`src/rtl/viterbi_ctrl.sv`:
```
// Viterbi decoder sequencer: accepts one frame of soft symbols, drives the
// branch-metric / ACS / survivor-memory pipeline, then runs traceback.
module viterbi_ctrl #(
    parameter int FRAME_LEN = 64,
    parameter int CNT_W     = 7
) (
    input  logic             clk,
    input  logic             rst,
    input  logic             i_start,
    input  logic             i_abort,
    input  logic             i_rx_valid,
    output logic             o_rx_ready,
    output logic             o_en_b,
    output logic             o_en_a,
    output logic             o_sm_we,
    output logic [CNT_W-1:0] o_sm_addr,
    output logic             o_en_t,
    output logic             o_busy,
    output logic             o_done
);

    typedef enum logic [1:0] {IDLE, RECV, DRAIN, TRACE} state_t;

    // FRAME_LEN may equal 2^CNT_W, so the last index is compared instead of the count
    localparam logic [CNT_W-1:0] LAST = CNT_W'(FRAME_LEN - 1);
    localparam logic [CNT_W-1:0] ONE  = CNT_W'(1);

    state_t           state;
    logic [CNT_W-1:0] cnt;
    logic [CNT_W-1:0] b_addr;
    logic [2:1]       vld_pipe;
    logic             accept;

    assign accept   = i_rx_valid && o_rx_ready;
    assign o_en_b   = vld_pipe[1];
    assign o_en_a   = vld_pipe[2];
    assign o_sm_we  = vld_pipe[2];

    always_ff @(posedge clk or negedge rst) begin
        if (!rst) begin
            state      <= IDLE;
            cnt        <= '0;
            b_addr     <= '0;
            vld_pipe   <= '0;
            o_rx_ready <= 1'b0;
            o_sm_addr  <= '0;
            o_en_t     <= 1'b0;
            o_busy     <= 1'b0;
            o_done     <= 1'b0;
        end else if (i_abort) begin
            state      <= IDLE;
            cnt        <= '0;
            b_addr     <= '0;
            vld_pipe   <= '0;
            o_rx_ready <= 1'b0;
            o_sm_addr  <= '0;
            o_en_t     <= 1'b0;
            o_busy     <= 1'b0;
            o_done     <= 1'b0;
        end else begin
            // symbol pipeline advances every cycle; gaps travel as bubbles
            vld_pipe  <= {vld_pipe[1], accept};
            o_done    <= 1'b0;
            o_sm_addr <= vld_pipe[1] ? b_addr : '0;
            if (accept) begin
                b_addr <= cnt;
                cnt    <= cnt + ONE;
            end
            case (state)
                IDLE: begin
                    if (i_start) begin
                        state      <= RECV;
                        cnt        <= '0;
                        o_rx_ready <= 1'b1;
                        o_busy     <= 1'b1;
                    end
                end
                RECV: begin
                    if (accept && cnt == LAST) begin
                        state      <= DRAIN;
                        cnt        <= '0;
                        o_rx_ready <= 1'b0;
                    end
                end
                DRAIN: begin
                    cnt <= cnt + ONE;
                    if (cnt == ONE) begin
                        state     <= TRACE;
                        o_en_t    <= 1'b1;
                        o_sm_addr <= LAST;
                    end
                end
                TRACE: begin
                    // o_sm_addr doubles as the traceback down-counter
                    if (o_sm_addr == '0) begin
                        state     <= IDLE;
                        o_en_t    <= 1'b0;
                        o_busy    <= 1'b0;
                        o_done    <= 1'b1;
                        o_sm_addr <= '0;
                    end else begin
                        o_sm_addr <= o_sm_addr - ONE;
                    end
                end
                default: state <= IDLE;
            endcase
        end
    end

endmodule

```
`config.mk`:
```
export PLATFORM = sky130hd
export DESIGN_NAME = viterbi_ctrl
export DESIGN_NICKNAME = d
export VERILOG_FILES = /design/src/rtl/viterbi_ctrl.sv
export SDC_FILE = /design/constraint.sdc
export NUM_CORES = 1
export LEC_CHECK = 0
export BUFFER_PORTS_ARGS = -buffer_cell sky130_fd_sc_hd__buf_2
export CAP_MARGIN = 0
export CORE_UTILIZATION = 38
export DETAILED_ROUTE_END_ITERATION = 6
export PLACE_DENSITY = 0.52
export SYNTH_ARGS = -nofsm -noshare
export SYNTH_HDL_FRONTEND = slang
export SYNTH_SLANG_ARGS = --single-unit
```
`constraint.sdc`:
```
create_clock -name clk -period 2.42 [get_ports clk]
set_input_delay 0.484 -clock clk [delete_from_list [all_inputs] [get_ports clk]]
set_output_delay 0.484 -clock clk [all_outputs]
set_load 0.01 [all_outputs]
```
# Yosys cells after proc, flatten, opt, wreduce, memory -nomap -nowiden
# Index checks and enable logic that the tools add are counted.
totals:
  out_inout_bits: 14
  reg_bits: 29
op_classes:
  add_sub_neg: 2
  n_reduce_logical: 12
  n_eq_ne: 9
  muxes: 32
ops:
  columns: ["cell", "n"]
  rows:
  - ["$mux 7", 10]
  - ["$pmux 7 s3", 1]
  - ["$pmux 7 s2", 1]
  - ["$mux 2", 6]
  - ["$ne 3x3->1 const B", 4]
  - ["$mux 1", 10]
  - ["$reduce_and 3->1", 3]
  - ["$reduce_bool 3->1", 3]
  - ["$pmux 2 s4", 1]
  - ["$add 7x1->7 const B", 1]
  - ["$eq 7x1->1 const B", 1]
  - ["$eq 7x6->1 const B", 1]
  - ["$logic_not 7->1", 1]
  - ["$sub 7x1->7 const B", 1]
  - ["$pmux 1 s2", 3]
  - ["$eq 2x2->1 const B", 2]
  - ["$reduce_and 4->1", 1]
  - ["$eq 2x1->1 const B", 1]
  - ["$logic_and 1x1->1", 2]
  - ["$logic_not 2->1", 1]
  - ["$reduce_bool 2->1", 1]

# Depth between registers and ports, before layout
depth:
  ltp_word: 5
  ltp_mapped: 7
  depth_no_buf: 6

# Worst setup path before layout
# Ideal clock, no wire load.
synth_path:
  path_kind: "register -> register"
  from: "register cnt[0]"
  to: "register state[0]"
  slack_ps: 397
  setup_ps: 128
  arrival_ps: 1895
  period_less_slack_ps: 2023
  n_path_buf: 0
  stages_incl_launch_ff: 6
  cell_sequence: "dfrtp_1 -> ha_1 -> nand4_4 -> o41a_4 -> nor4_4 -> mux2_1"
synth_between:
  elab_chain_cells: 4
  elab_cells_between_ends: 6
  classes_between: "4 x eq/ne; 2 x reduce/logical"
synth_rtl:
  columns: ["item", "line_no", "rtl"]
  rows:
  - ["start: declaration", "29", "logic [CNT_W-1:0] cnt;"]
  - ["start signal: assignment", "67", "cnt <= cnt + ONE;"]
  - ["start signal: assignment", "86", "cnt <= cnt + ONE;"]
  - ["$eq 7x6->1", "79", "if (accept && cnt == LAST) begin"]
  - ["$logic_and 1x1->1", "79", null]
  - ["$ne 3x3->1 (no source line)", null, null]
  - ["$reduce_and 4->1 (no source line) (*)", null, null]
  - ["end signal: assignment", "80", "state <= DRAIN;"]
  - ["end signal: assignment", "88", "state <= TRACE;"]
  - ["end signal: assignment", "96", "state <= IDLE;"]
  - ["end: declaration", "28", "state_t state;"]
# Every way passes the cells marked *; elsewhere a longest branch is shown, timed or not.
# A chain may end at the register's enable or synchronous reset.

# Worst setup path in the final report
# Ends and elaborated chain as after synthesis.

==> impl_metrics.py <==
metrics = {
    "run_status": {
        "status": "finished clean",
    },
    "routing": {
        "drt_iter0_drc": 103,
        "viasPerCell": 5.573,
        "ant_nets": 0,
        "num_vias": 1421,
        "dr.pass1.iters": 6,
        "drc": 0,
        "drt_wl_total_mm": 3.920,
        "avgRoutedWirePerCell_um": 15.37,
    },
    "synthesis": {
        "yosys_most_used_dff": "dfrtp_1",
        "synth_top_area_cell": "dfrtp_1",
        "netlist_instances": 186,
        "yosysTopAreaCellShare": 0.4268,
        "ys_types": 44,
        "yosysWarningCount": 0,
        "ys_ff_latch": 29,
        "synth.avg_cell_area_um2": 9.142,
        "synth_nets": 199,
        "synth_area_um2": 1700,
        "ys_seq_area_frac": 0.4268,
        "synth_edf_count": 0,
        "synthArstFlopShare": 1.000,
        "ys_top_cells_by_area": "dfrtp_1 (43%), ha_1 (5.9%), nand2_1 (5.5%)",
    },
    "timing": {
        "rsz0062_at_grt": "no",
        "hold_violations": 0,
        "slew_headroom": 0.5384,
        "min_period_over_period": 0.9076,
        "slew_violations": 0,
        "worst-slew-pin-transition_ps": 686.1,
        "setup_viol": 0,
        "clock-skew-final_ps": 1.578,
        "fmax_mhz": 455.3,
        "setup_tns_ps": 0,
        "finalCriticalPeriod_ps": 2196,
    },
    "critical_path": {
        "cp-start-kind": "register",
        "critical_path_arrival_ps": 2360,
        "path_max_fanout": 8,
        "cp.required_ps": 2580,
        "setup.worst_path.class": "reg -> reg",
        "end_kind": "register",
    },
    "placed_design": {
        "io_buffers": 18,
        "dpl_cell_area_um2": 1833,
        "gp_congestion": 0.9070,
        "place_hpwl_mm": 2.769,
    },
    "cts": {
        "clk_pin_slew_ps": 60,
        "cts_tree": "built",
        "cts_resized": 0,
        "cts.sink_count": 29,
        "cts_buffer_depth": 2,
        "cts_buffers": 5,
        "cts_root_buf": "clkbuf_8",
        "insertion_delay_ps": 280,
        "holdBufCountCts": 0,
        "cts_setup_buffers": 0,
        "htree_levels": 2,
    },
    "power": {
        "power_density_nw_per_um2": 810.4,
        "p_leak_nw": 0.8688,
        "p_clk_frac": 0.283,
        "p_switching_mw": 0.5564,
        "comb_power_share": 0.342,
        "seq_power_share": 0.375,
        "p_int_mw": 1.011,
        "p_sw_frac": 0.3549,
        "irDropWorstVdd_uv": 281.9,
    },
    "layout": {
        "drive_gt1_frac": 0.1756,
        "most-common-layout-cells": "dfrtp_1 (29), nand2_1 (25), a21oi_1 (18), buf_2 (18), nor2_1 (14)",
        "final_net_count": 217,
        "layout_commonest_cell": "dfrtp_1",
        "syn_to_final_growth_pct": 13.76,
        "diodes": 0,
        "fin_area_um2": 1934,
    },
    "die": {
        "initial_core_util": 0.4103,
        "core-area_um2": 4144,
        "die_w_um": 68.90,
        "die_height_um": 68.90,
        "top_level_ports": 19,
        "core.rowCount": 23,
        "dieArea_um2": 4747,
    },
    "global_routing": {
        "grt_overflow": 0,
        "grt_max_degree": 31,
        "grt_pass1_vias": 1345,
        "grt_first_pass_wirelength_mm": 6.479,
        "groute.usage.overall": 0.1935,
        "antenna_found_initial": 0,
    },
    "hold_path": {
        "hold_path_class": "in -> async",
    },
    "job": {
        "max-cap-violations": 0,
    },
}
## layer usage
metal,track usage,vias to the layer above,part of all wire
met5,0,-,0
met2,0.3034,40,0.47
met1,0.2451,675,0.47
li1,-,699,-
met3,0.05428,7,0.045
met4,0.08929,0,0.015
## Yosys cell counts, types with 2 or more instances
master	count
a2111oi_0	2
a211oi_1	2
a21oi_1	18
a222oi_1	3
a31oi_1	3
a41oi_1	2
and2_1	4
clkbuf_1	7
dfrtp_1	29
ha_1	8
inv_1	8
mux2i_1	2
nand2_1	25
nand2b_1	5
nand3_1	3
nor2_1	14
nor2b_1	4
nor3_1	3
nor4_1	4
o21a_1	2
o21ai_0	10
or2_2	2
or3_1	2
or4_1	2
xnor2_1	2
xor2_1	2
## power groups by stage
stage               combinational (mW)  sequential, mW  clock (mW)
finish                           0.536           0.588       0.443
global route                     0.604           0.597       0.479
CTS                              0.538           0.587       0.458
detailed placement               0.535           0.596           0
global placement                 0.539           0.592           0
floorplan                        0.383           0.595           0
## worst paths after layout
check,from,end,slack (ps),cells after the start
max in group asynchronous,rst,o_rx_ready,1740,1
setup / recovery,cnt[0],state[0],220,5
hold / removal,rst,o_sm_addr[5],240,1
setup reg to reg,cnt[0],state[0],220,5
hold reg to reg,b_addr[5],b_addr[5],520,2
min in group clk,b_addr[5],b_addr[5],520,2
## cells by family (layout without fill, tap and decap cells)
kind of cell / count (synthesis) / count (layout) / synth area share
mux: 3 / 3 / 0.01840
fa+ha+maj: 8 / 8 / 0.05887
xor+xnor: 4 / 4 / 0.02061
flops: 29 / 29 / 0.4268
buf+inv: 18 / 37 / 0.04268
simple gates: 75 / 75 / 0.2406
compound gates: 49 / 49 / 0.1921
## worst max-delay path, stage by stage (launching register included)
cell	delay [ps]
dfrtp_1	480
ha_1	310
nand4_4	170
o41a_4	430
nor4_4	330
mux2_1	350
## sequential cells by signal, summed over array words and instances (netlist names)
| register | cells |
|---|---|
| cnt | 7 |
| o_sm_addr | 7 |
| o_done | 1 |
| b_addr | 7 |
| state | 2 |
| o_en_t | 1 |
| vld_pipe | 2 |
| o_rx_ready | 1 |
| o_busy | 1 |
## stage by stage
step	worst slack [ps]	std cells	total power, mW	hold WS [ps]	utilization
floorplan	397.2	186	0.9784	188.4	-
global placement	314.5	247	1.131	505.2	0.4423
detailed placement	242.7	247	1.131	513.5	0.4423
CTS	230.5	255	1.583	262.1	0.4668
global route	81.36	255	1.680	285.5	0.4668
finish	223.7	255	1.568	238.7	0.4668
## final cells by class
cell class,instances,area [um2]
Inverter,8,30.03
Timing Repair Buffer,21,112.6
Multi-Input combinational cell,139,902.1
Sequential cell,29,725.7
Tap cell,50,62.56
Fill cell,417,2210
Clock buffer,7,96.34
Clock inverter,1,5.005
Note: power is estimated with default switching activity, not from simulation.
